File: src/rtl/wm8731_pkg.sv
// Constants and types shared by the WM8731 audio datapath blocks.
// A stereo frame is 32 bits wide: left sample in the upper half, right sample in the lower half.
package wm8731_pkg;

  localparam int FRAME_W          = 32;
  localparam int HALF_W           = 16;
  localparam int BCLK_DIV_DEFAULT = 4;

  typedef struct packed {
    logic [HALF_W-1:0] left;
    logic [HALF_W-1:0] right;
  } stereo_frame_t;

  typedef enum logic {
    ST_IDLE = 1'b0,
    ST_RUN  = 1'b1
  } tx_state_t;

endpackage

File: src/rtl/dac_i2s_tx_bclk_gen.sv
// Bit-clock divider. b_clk toggles every BCLK_DIV clk cycles while run is high.
// rise_evt/fall_evt flag the cycle whose closing edge toggles b_clk, so that
// downstream registers can change on the same edge as b_clk.
module bclk_gen #(
  parameter int BCLK_DIV = wm8731_pkg::BCLK_DIV_DEFAULT
) (
  input  logic clk,
  input  logic rst_n,
  input  logic run,
  output logic b_clk,
  output logic rise_evt,
  output logic fall_evt
);

  localparam logic [7:0] DIV_LAST = 8'(BCLK_DIV - 1);

  logic [7:0] div_cnt;
  logic       tc;

  assign tc       = run && (div_cnt == DIV_LAST);
  assign rise_evt = tc && !b_clk;
  assign fall_evt = tc && b_clk;

  // Held cleared while stopped, so entry into run always starts from count 0.
  always_ff @(posedge clk or negedge rst_n) begin
    if (!rst_n) begin
      div_cnt <= 8'd0;
      b_clk   <= 1'b0;
    end else if (!run) begin
      div_cnt <= 8'd0;
      b_clk   <= 1'b0;
    end else if (tc) begin
      div_cnt <= 8'd0;
      b_clk   <= ~b_clk;
    end else begin
      div_cnt <= div_cnt + 8'd1;
    end
  end

endmodule

File: src/rtl/dac_i2s_tx.sv
// Left-justified serializer for the WM8731 DAC port: one-entry holding buffer,
// 32-bit shifter and a two-state run controller driving b_clk, dac_lr_clk and dacdat.
module dac_i2s_tx #(
  parameter int BCLK_DIV = wm8731_pkg::BCLK_DIV_DEFAULT,
  parameter int FRAME_W  = wm8731_pkg::FRAME_W
) (
  input  logic               clk,
  input  logic               rst_n,
  input  logic               en,
  input  logic [FRAME_W-1:0] sample_data,
  input  logic               sample_valid,
  output logic               sample_ready,
  output logic               b_clk,
  output logic               dac_lr_clk,
  output logic               dacdat,
  output logic               underrun,
  output logic               busy
);

  import wm8731_pkg::*;

  localparam logic [4:0] LR_FALL_BIT = 5'(HALF_W);

  tx_state_t          state;
  tx_state_t          state_nxt;
  logic               run;
  logic               rise_evt;
  logic               fall_evt;
  logic [4:0]         bit_cnt;
  stereo_frame_t      buf_q;
  logic               buf_full;
  logic [FRAME_W-1:0] shreg;
  logic [FRAME_W-1:0] load_word;
  logic               accept;
  logic               frame_load;
  logic               frame_end;

  assign run = (state == ST_RUN);

  bclk_gen #(
    .BCLK_DIV (BCLK_DIV)
  ) u_bclk_gen (
    .clk      (clk),
    .rst_n    (rst_n),
    .run      (run),
    .b_clk    (b_clk),
    .rise_evt (rise_evt),
    .fall_evt (fall_evt)
  );

  // Handshake: a word transfers on a clk edge where sample_valid and sample_ready
  // are both high; sample_ready is the registered empty flag of the holding buffer.
  assign sample_ready = ~buf_full;
  assign accept       = sample_valid && !buf_full;

  // bit_cnt wraps to 0 on the rise of bit 31, so the next fall closes the frame.
  assign frame_load = rise_evt && (bit_cnt == 5'd0);
  assign frame_end  = fall_evt && (bit_cnt == 5'd0);
  assign load_word  = buf_full ? buf_q : '0;

  always_ff @(posedge clk or negedge rst_n) begin
    if (!rst_n) begin
      state <= ST_IDLE;
    end else begin
      state <= state_nxt;
    end
  end

  always_comb begin
    state_nxt = state;
    case (state)
      ST_IDLE: if (en) state_nxt = ST_RUN;
      ST_RUN:  if (frame_end && !en) state_nxt = ST_IDLE;
      default: state_nxt = ST_IDLE;
    endcase
  end

  // Buffer: an accept and a frame-start load can share an edge only when the
  // buffer was empty, in which case the load sees zeros and the new word stays.
  always_ff @(posedge clk or negedge rst_n) begin
    if (!rst_n) begin
      buf_q    <= '0;
      buf_full <= 1'b0;
    end else if (accept) begin
      buf_q    <= sample_data;
      buf_full <= 1'b1;
    end else if (frame_load) begin
      buf_full <= 1'b0;
    end
  end

  always_ff @(posedge clk or negedge rst_n) begin
    if (!rst_n) begin
      bit_cnt    <= 5'd0;
      shreg      <= '0;
      dacdat     <= 1'b0;
      dac_lr_clk <= 1'b0;
      underrun   <= 1'b0;
      busy       <= 1'b0;
    end else begin
      busy     <= run || (state_nxt == ST_RUN);
      underrun <= frame_load && !buf_full;
      if (!run) begin
        bit_cnt    <= 5'd0;
        dacdat     <= 1'b0;
        dac_lr_clk <= 1'b0;
      end else if (rise_evt) begin
        bit_cnt <= bit_cnt + 5'd1;
        if (bit_cnt == 5'd0) begin
          dacdat     <= load_word[FRAME_W-1];
          shreg      <= {load_word[FRAME_W-2:0], 1'b0};
          dac_lr_clk <= 1'b1;
        end else begin
          dacdat <= shreg[FRAME_W-1];
          shreg  <= {shreg[FRAME_W-2:0], 1'b0};
          if (bit_cnt == LR_FALL_BIT) dac_lr_clk <= 1'b0;
        end
      end
    end
  end

endmodule

File: config.mk
export PLATFORM = sky130hd
export DESIGN_NAME = dac_i2s_tx
export DESIGN_NICKNAME = d
export VERILOG_FILES = /design/src/rtl/wm8731_pkg.sv /design/src/rtl/dac_i2s_tx_bclk_gen.sv /design/src/rtl/dac_i2s_tx.sv
export SDC_FILE = /design/constraint.sdc
export NUM_CORES = 1
export LEC_CHECK = 0
export BUFFER_PORTS_ARGS = -buffer_cell sky130_fd_sc_hd__clkbuf_2
export CORE_ASPECT_RATIO = 0.5
export CORE_MARGIN = 2
export CORE_UTILIZATION = 58
export CTS_CLUSTER_DIAMETER = 100
export CTS_CLUSTER_SIZE = 10
export DETAILED_ROUTE_END_ITERATION = 6
export GPL_TIMING_DRIVEN = 0
export PLACE_DENSITY = 0.78
export SLEW_MARGIN = 20
export SYNTH_ARGS = -nofsm -noshare
export SYNTH_HDL_FRONTEND = slang
export SYNTH_SLANG_ARGS = --single-unit
export TNS_END_PERCENT = 50
File: constraint.sdc
create_clock -name clk -period 2.9 [get_ports clk]
set_clock_uncertainty 0.2 [all_clocks]
set_input_delay 0.725 -clock clk [delete_from_list [all_inputs] [get_ports clk]]
set_output_delay 0.725 -clock clk [all_outputs]
set_load 0.05 [all_outputs]
==> impl_metrics.ini <==
[detailed_routing]
drc = 0
routed-via-count = 2545
routed_wire_length_per_instance_um = 16.73
ant_nets = 0
vias_per_cell = 5.473
drt_iter0_markers = 220
drt_first_pass_iters = 4
routed_wl_um = 7780

[timing]
hold_violations = 0
max_freq_mhz = 372.4
final_worst_path_period_need_ns = 2.685
worst-slew-pin-transition_ns = 0.6472
slew-limit-headroom_pct = 56.67
final.period_utilization_pct = 92.59
setup_total_negative_slack_ns = 0
timing_max_transition_violations_final = 0
finalSetupViolCount = 0
rsz_0062_raised_after_global_routing = no

[yosys]
fraction_of_registers_with_async_set_or_reset_after_synthesis_pct = 100.0
synth-seq-cells = 83
ys.flop_type = sky130_fd_sc_hd__dfrtp_1
postSynthAreaPerCell_um2 = 12.45
postSynthCellCount = 317
synth_fp_nets = 356
synthesis.yosys.warnings = 0
synth-edff-count = 0
ys_seq_area_share_pct = 52.63
post_synth_num_cell_types = 36
netlist_area_pre_place_mm2 = 0.003946

[cts]
insertion_delay_ns = 0.34
tritoncts_num_sinks = 83
worst_setup_hold_path_clk_slew_ns = 0.06
clock-root-buffer = sky130_fd_sc_hd__clkbuf_16
postCtsResizedCells = 0
post_cts_buffers = 0
tritoncts_buffers = 9
cts.hold.buffers_added = 0
tritoncts = done
ctsHtreeMaxLevel = 3
cts_max_path_buffers = 2

[setup_path]
crit_fanout = 10
critPathSlowestCell = sky130_fd_sc_hd__clkbuf_1
crit_path_frequent_cell = sky130_fd_sc_hd__clkbuf_1
setup.worst_path.end_class = output pin
crit_path_class = flip-flop to output pin
cp_cell_sequence = clkbuf_1 > clkbuf_1 > inv_1 > clkbuf_2
setup.worst_path.start_class = flip-flop
arrival_ns = 1.76
critical-path-max-stage-delay_ns = 0.44
rrSetupSlack_ns = 0.54
crit_required_ns = 1.98

[final_layout]
finalNetCount = 409
final_core_utilization_pct = 69.16
area_growth_pct = 16.04
num_antenna_cells = 0
final_layout_size_suffix_gt1_share_pct = 31.10

[grt]
grt_pass1_vias = 2718
total_routing_resource_utilization_after_global_routing_pct = 23.34
global_route_wire_length_before_repair_um = 13390
maximum_number_of_pins_on_one_net_before_global_route_repair = 46
number_of_antenna_violations_at_the_first_check_in_global_routing = 0
grt_remaining_overflow = 0

[status]
outcome = complete, no violations

[floorplan]
core_area_mm2 = 0.006621
die-area_mm2 = 0.007520
die-width_um = 120.7
ports = 42
dieHeight_um = 62.33
start_util_pct = 59.60
floorplan.rows = 21

[power]
p_per_area_mw_per_mm2 = 1142
p_leak_uw = 0.002331
power.ir.vdd_worst_mv = 0.4525

[worst_hold_path]
timing.hold.worst.class = input pin to async pin

[placed_design]
port_buffers = 41
gpl.final_weighted_congestion = 0.7825
detailedPlacementHpwl_um = 5250

[flow_run]
timing.max_cap.violations = 0
[flip-flops by register name, summed over array words and instances (netlist names)]
name,count
buf_q,32
shreg,31
u_bclk_gen.div_cnt,8
bit_cnt,5
buf_full,1
busy,1
dac_lr_clk,1
dacdat,1
run,1
u_bclk_gen.b_clk,1
underrun,1
[final cells by class]
| class | count | area, µm² |
|---|---|---|
| buffer | 18 | 96.34 |
| multi-input combinational | 193 | 1687 |
| clock inverter | 3 | 40.04 |
| sequential | 83 | 2077 |
| inverter | 23 | 86.33 |
| timing repair buffer | 42 | 235.2 |
| clock buffer | 11 | 242.7 |
| fill | 505 | 2042 |
| tap | 92 | 115.1 |
[cells in the mapped netlist, types with 2 or more instances]
cell                       count  area share [%]
sky130_fd_sc_hd__and2_1       15             2.4
sky130_fd_sc_hd__mux2i_1      47              12
sky130_fd_sc_hd__a21o_1        3            0.57
sky130_fd_sc_hd__a21boi_0      2            0.38
sky130_fd_sc_hd__o311ai_0      2            0.44
sky130_fd_sc_hd__buf_2         5            0.63
sky130_fd_sc_hd__inv_1        23             2.2
sky130_fd_sc_hd__nor2_1        7            0.67
sky130_fd_sc_hd__nand4_1       4            0.63
sky130_fd_sc_hd__buf_6         3            0.86
sky130_fd_sc_hd__xor2_1        2            0.44
sky130_fd_sc_hd__mux2_2       34             9.7
sky130_fd_sc_hd__or3_1         3            0.48
sky130_fd_sc_hd__a21oi_1       4            0.51
sky130_fd_sc_hd__o21ai_0       6            0.76
sky130_fd_sc_hd__nand2b_1      3            0.48
sky130_fd_sc_hd__nor2b_1       2            0.32
sky130_fd_sc_hd__nand2_1      18             1.7
sky130_fd_sc_hd__mux2_4       14             5.3
sky130_fd_sc_hd__o41ai_1       2            0.44
sky130_fd_sc_hd__ha_1          3            0.95
sky130_fd_sc_hd__clkbuf_1     10            0.95
sky130_fd_sc_hd__nand3_1      10             1.3
sky130_fd_sc_hd__dfrtp_1      83              53
[metrics by stage]
step	instance area, µm²	total power [µW]	hold slack (ns)	std cells	worst slack, ns
2_1_floorplan	3946	3600	0.2294	317	0.8245
3_3_place_gp	4267	3978	0.2850	450	0.1250
3_5_place_dp	4297	4120	0.2920	451	0.4591
4_1_cts	4579	5264	0.2127	465	0.1859
5_1_grt	4579	5563	0.2421	465	0.08093
6_report	4579	5230	0.1968	465	0.2149
[kinds of logic (layout without fill, tap and decap cells)]
| group | Yosys count | after routing | share of synthesized area (%) |
|---|---|---|---|
| multiplexers | 95 | 95 | 26.95 |
| flip-flops | 83 | 83 | 52.63 |
| AND/OR/NAND/NOR | 71 | 71 | 10.62 |
| buffers and inverters | 41 | 97 | 4.629 |
| AO/OA/AOI/OAI | 21 | 21 | 3.551 |
| adder cells (fa/ha/maj) | 3 | 3 | 0.9513 |
| XOR/XNOR | 3 | 3 | 0.6659 |
[power by group]
| part | internal, µW | switching (µW) | leakage (µW) | total, µW |
|---|---|---|---|---|
| registers | 1660 | 299 | 0.00102 | 1960 |
| clock network | 678 | 439 | 0.000141 | 1120 |
| logic | 1050 | 1100 | 0.00117 | 2150 |
[cells in the final DEF, fill, tap and decap left out, types with 2 or more instances in the layout]
master | Yosys | layout
sky130_fd_sc_hd__dfrtp_1 | 83 | 83
sky130_fd_sc_hd__mux2i_1 | 47 | 47
sky130_fd_sc_hd__clkbuf_2 | 0 | 40
sky130_fd_sc_hd__mux2_2 | 34 | 34
sky130_fd_sc_hd__inv_1 | 23 | 23
sky130_fd_sc_hd__nand2_1 | 18 | 18
sky130_fd_sc_hd__and2_1 | 15 | 15
sky130_fd_sc_hd__mux2_4 | 14 | 14
sky130_fd_sc_hd__clkbuf_1 | 10 | 11
sky130_fd_sc_hd__nand3_1 | 10 | 10
sky130_fd_sc_hd__clkbuf_16 | 0 | 9
sky130_fd_sc_hd__nor2_1 | 7 | 7
sky130_fd_sc_hd__o21ai_0 | 6 | 6
sky130_fd_sc_hd__buf_2 | 5 | 5
sky130_fd_sc_hd__nand4_1 | 4 | 4
sky130_fd_sc_hd__a21oi_1 | 4 | 4
sky130_fd_sc_hd__buf_6 | 3 | 3
sky130_fd_sc_hd__or3_1 | 3 | 3
sky130_fd_sc_hd__a21o_1 | 3 | 3
sky130_fd_sc_hd__nand2b_1 | 3 | 3
sky130_fd_sc_hd__ha_1 | 3 | 3
sky130_fd_sc_hd__xor2_1 | 2 | 2
sky130_fd_sc_hd__nor2b_1 | 2 | 2
sky130_fd_sc_hd__o311ai_0 | 2 | 2
sky130_fd_sc_hd__o41ai_1 | 2 | 2
sky130_fd_sc_hd__a21boi_0 | 2 | 2
sky130_fd_sc_hd__clkinv_2 | 0 | 2
[metal layers]
metal  up-vias  part of all wire [%]  global-route usage [%]
met5         -                     0                       0
met4         0                   1.2                   5.814
met3         9                   4.2                   8.272
met2        49                    47                   36.65
met1      1289                    47                   31.31
li1       1198                     -                       -
[final timing paths]
path	startpoint	endpoint	cells past startpoint
max	buf_full	sample_ready	4
min in group clk	buf_q[13]	buf_q[13]	1
max reg2reg	bit_cnt[0]	shreg[29]	7
min	rst_n	u_bclk_gen.div_cnt[4]	1
min reg2reg	buf_q[13]	buf_q[13]	1
max in group asynchronous	rst_n	buf_q[9]	2
[worst max-delay path, delay by kind of cell, from the launching register on]
kind / cells / cell delay, ns
flip-flops: 1 / 0.32
buffers and inverters: 4 / 1.10
Power figures use the tool's default switching activity.
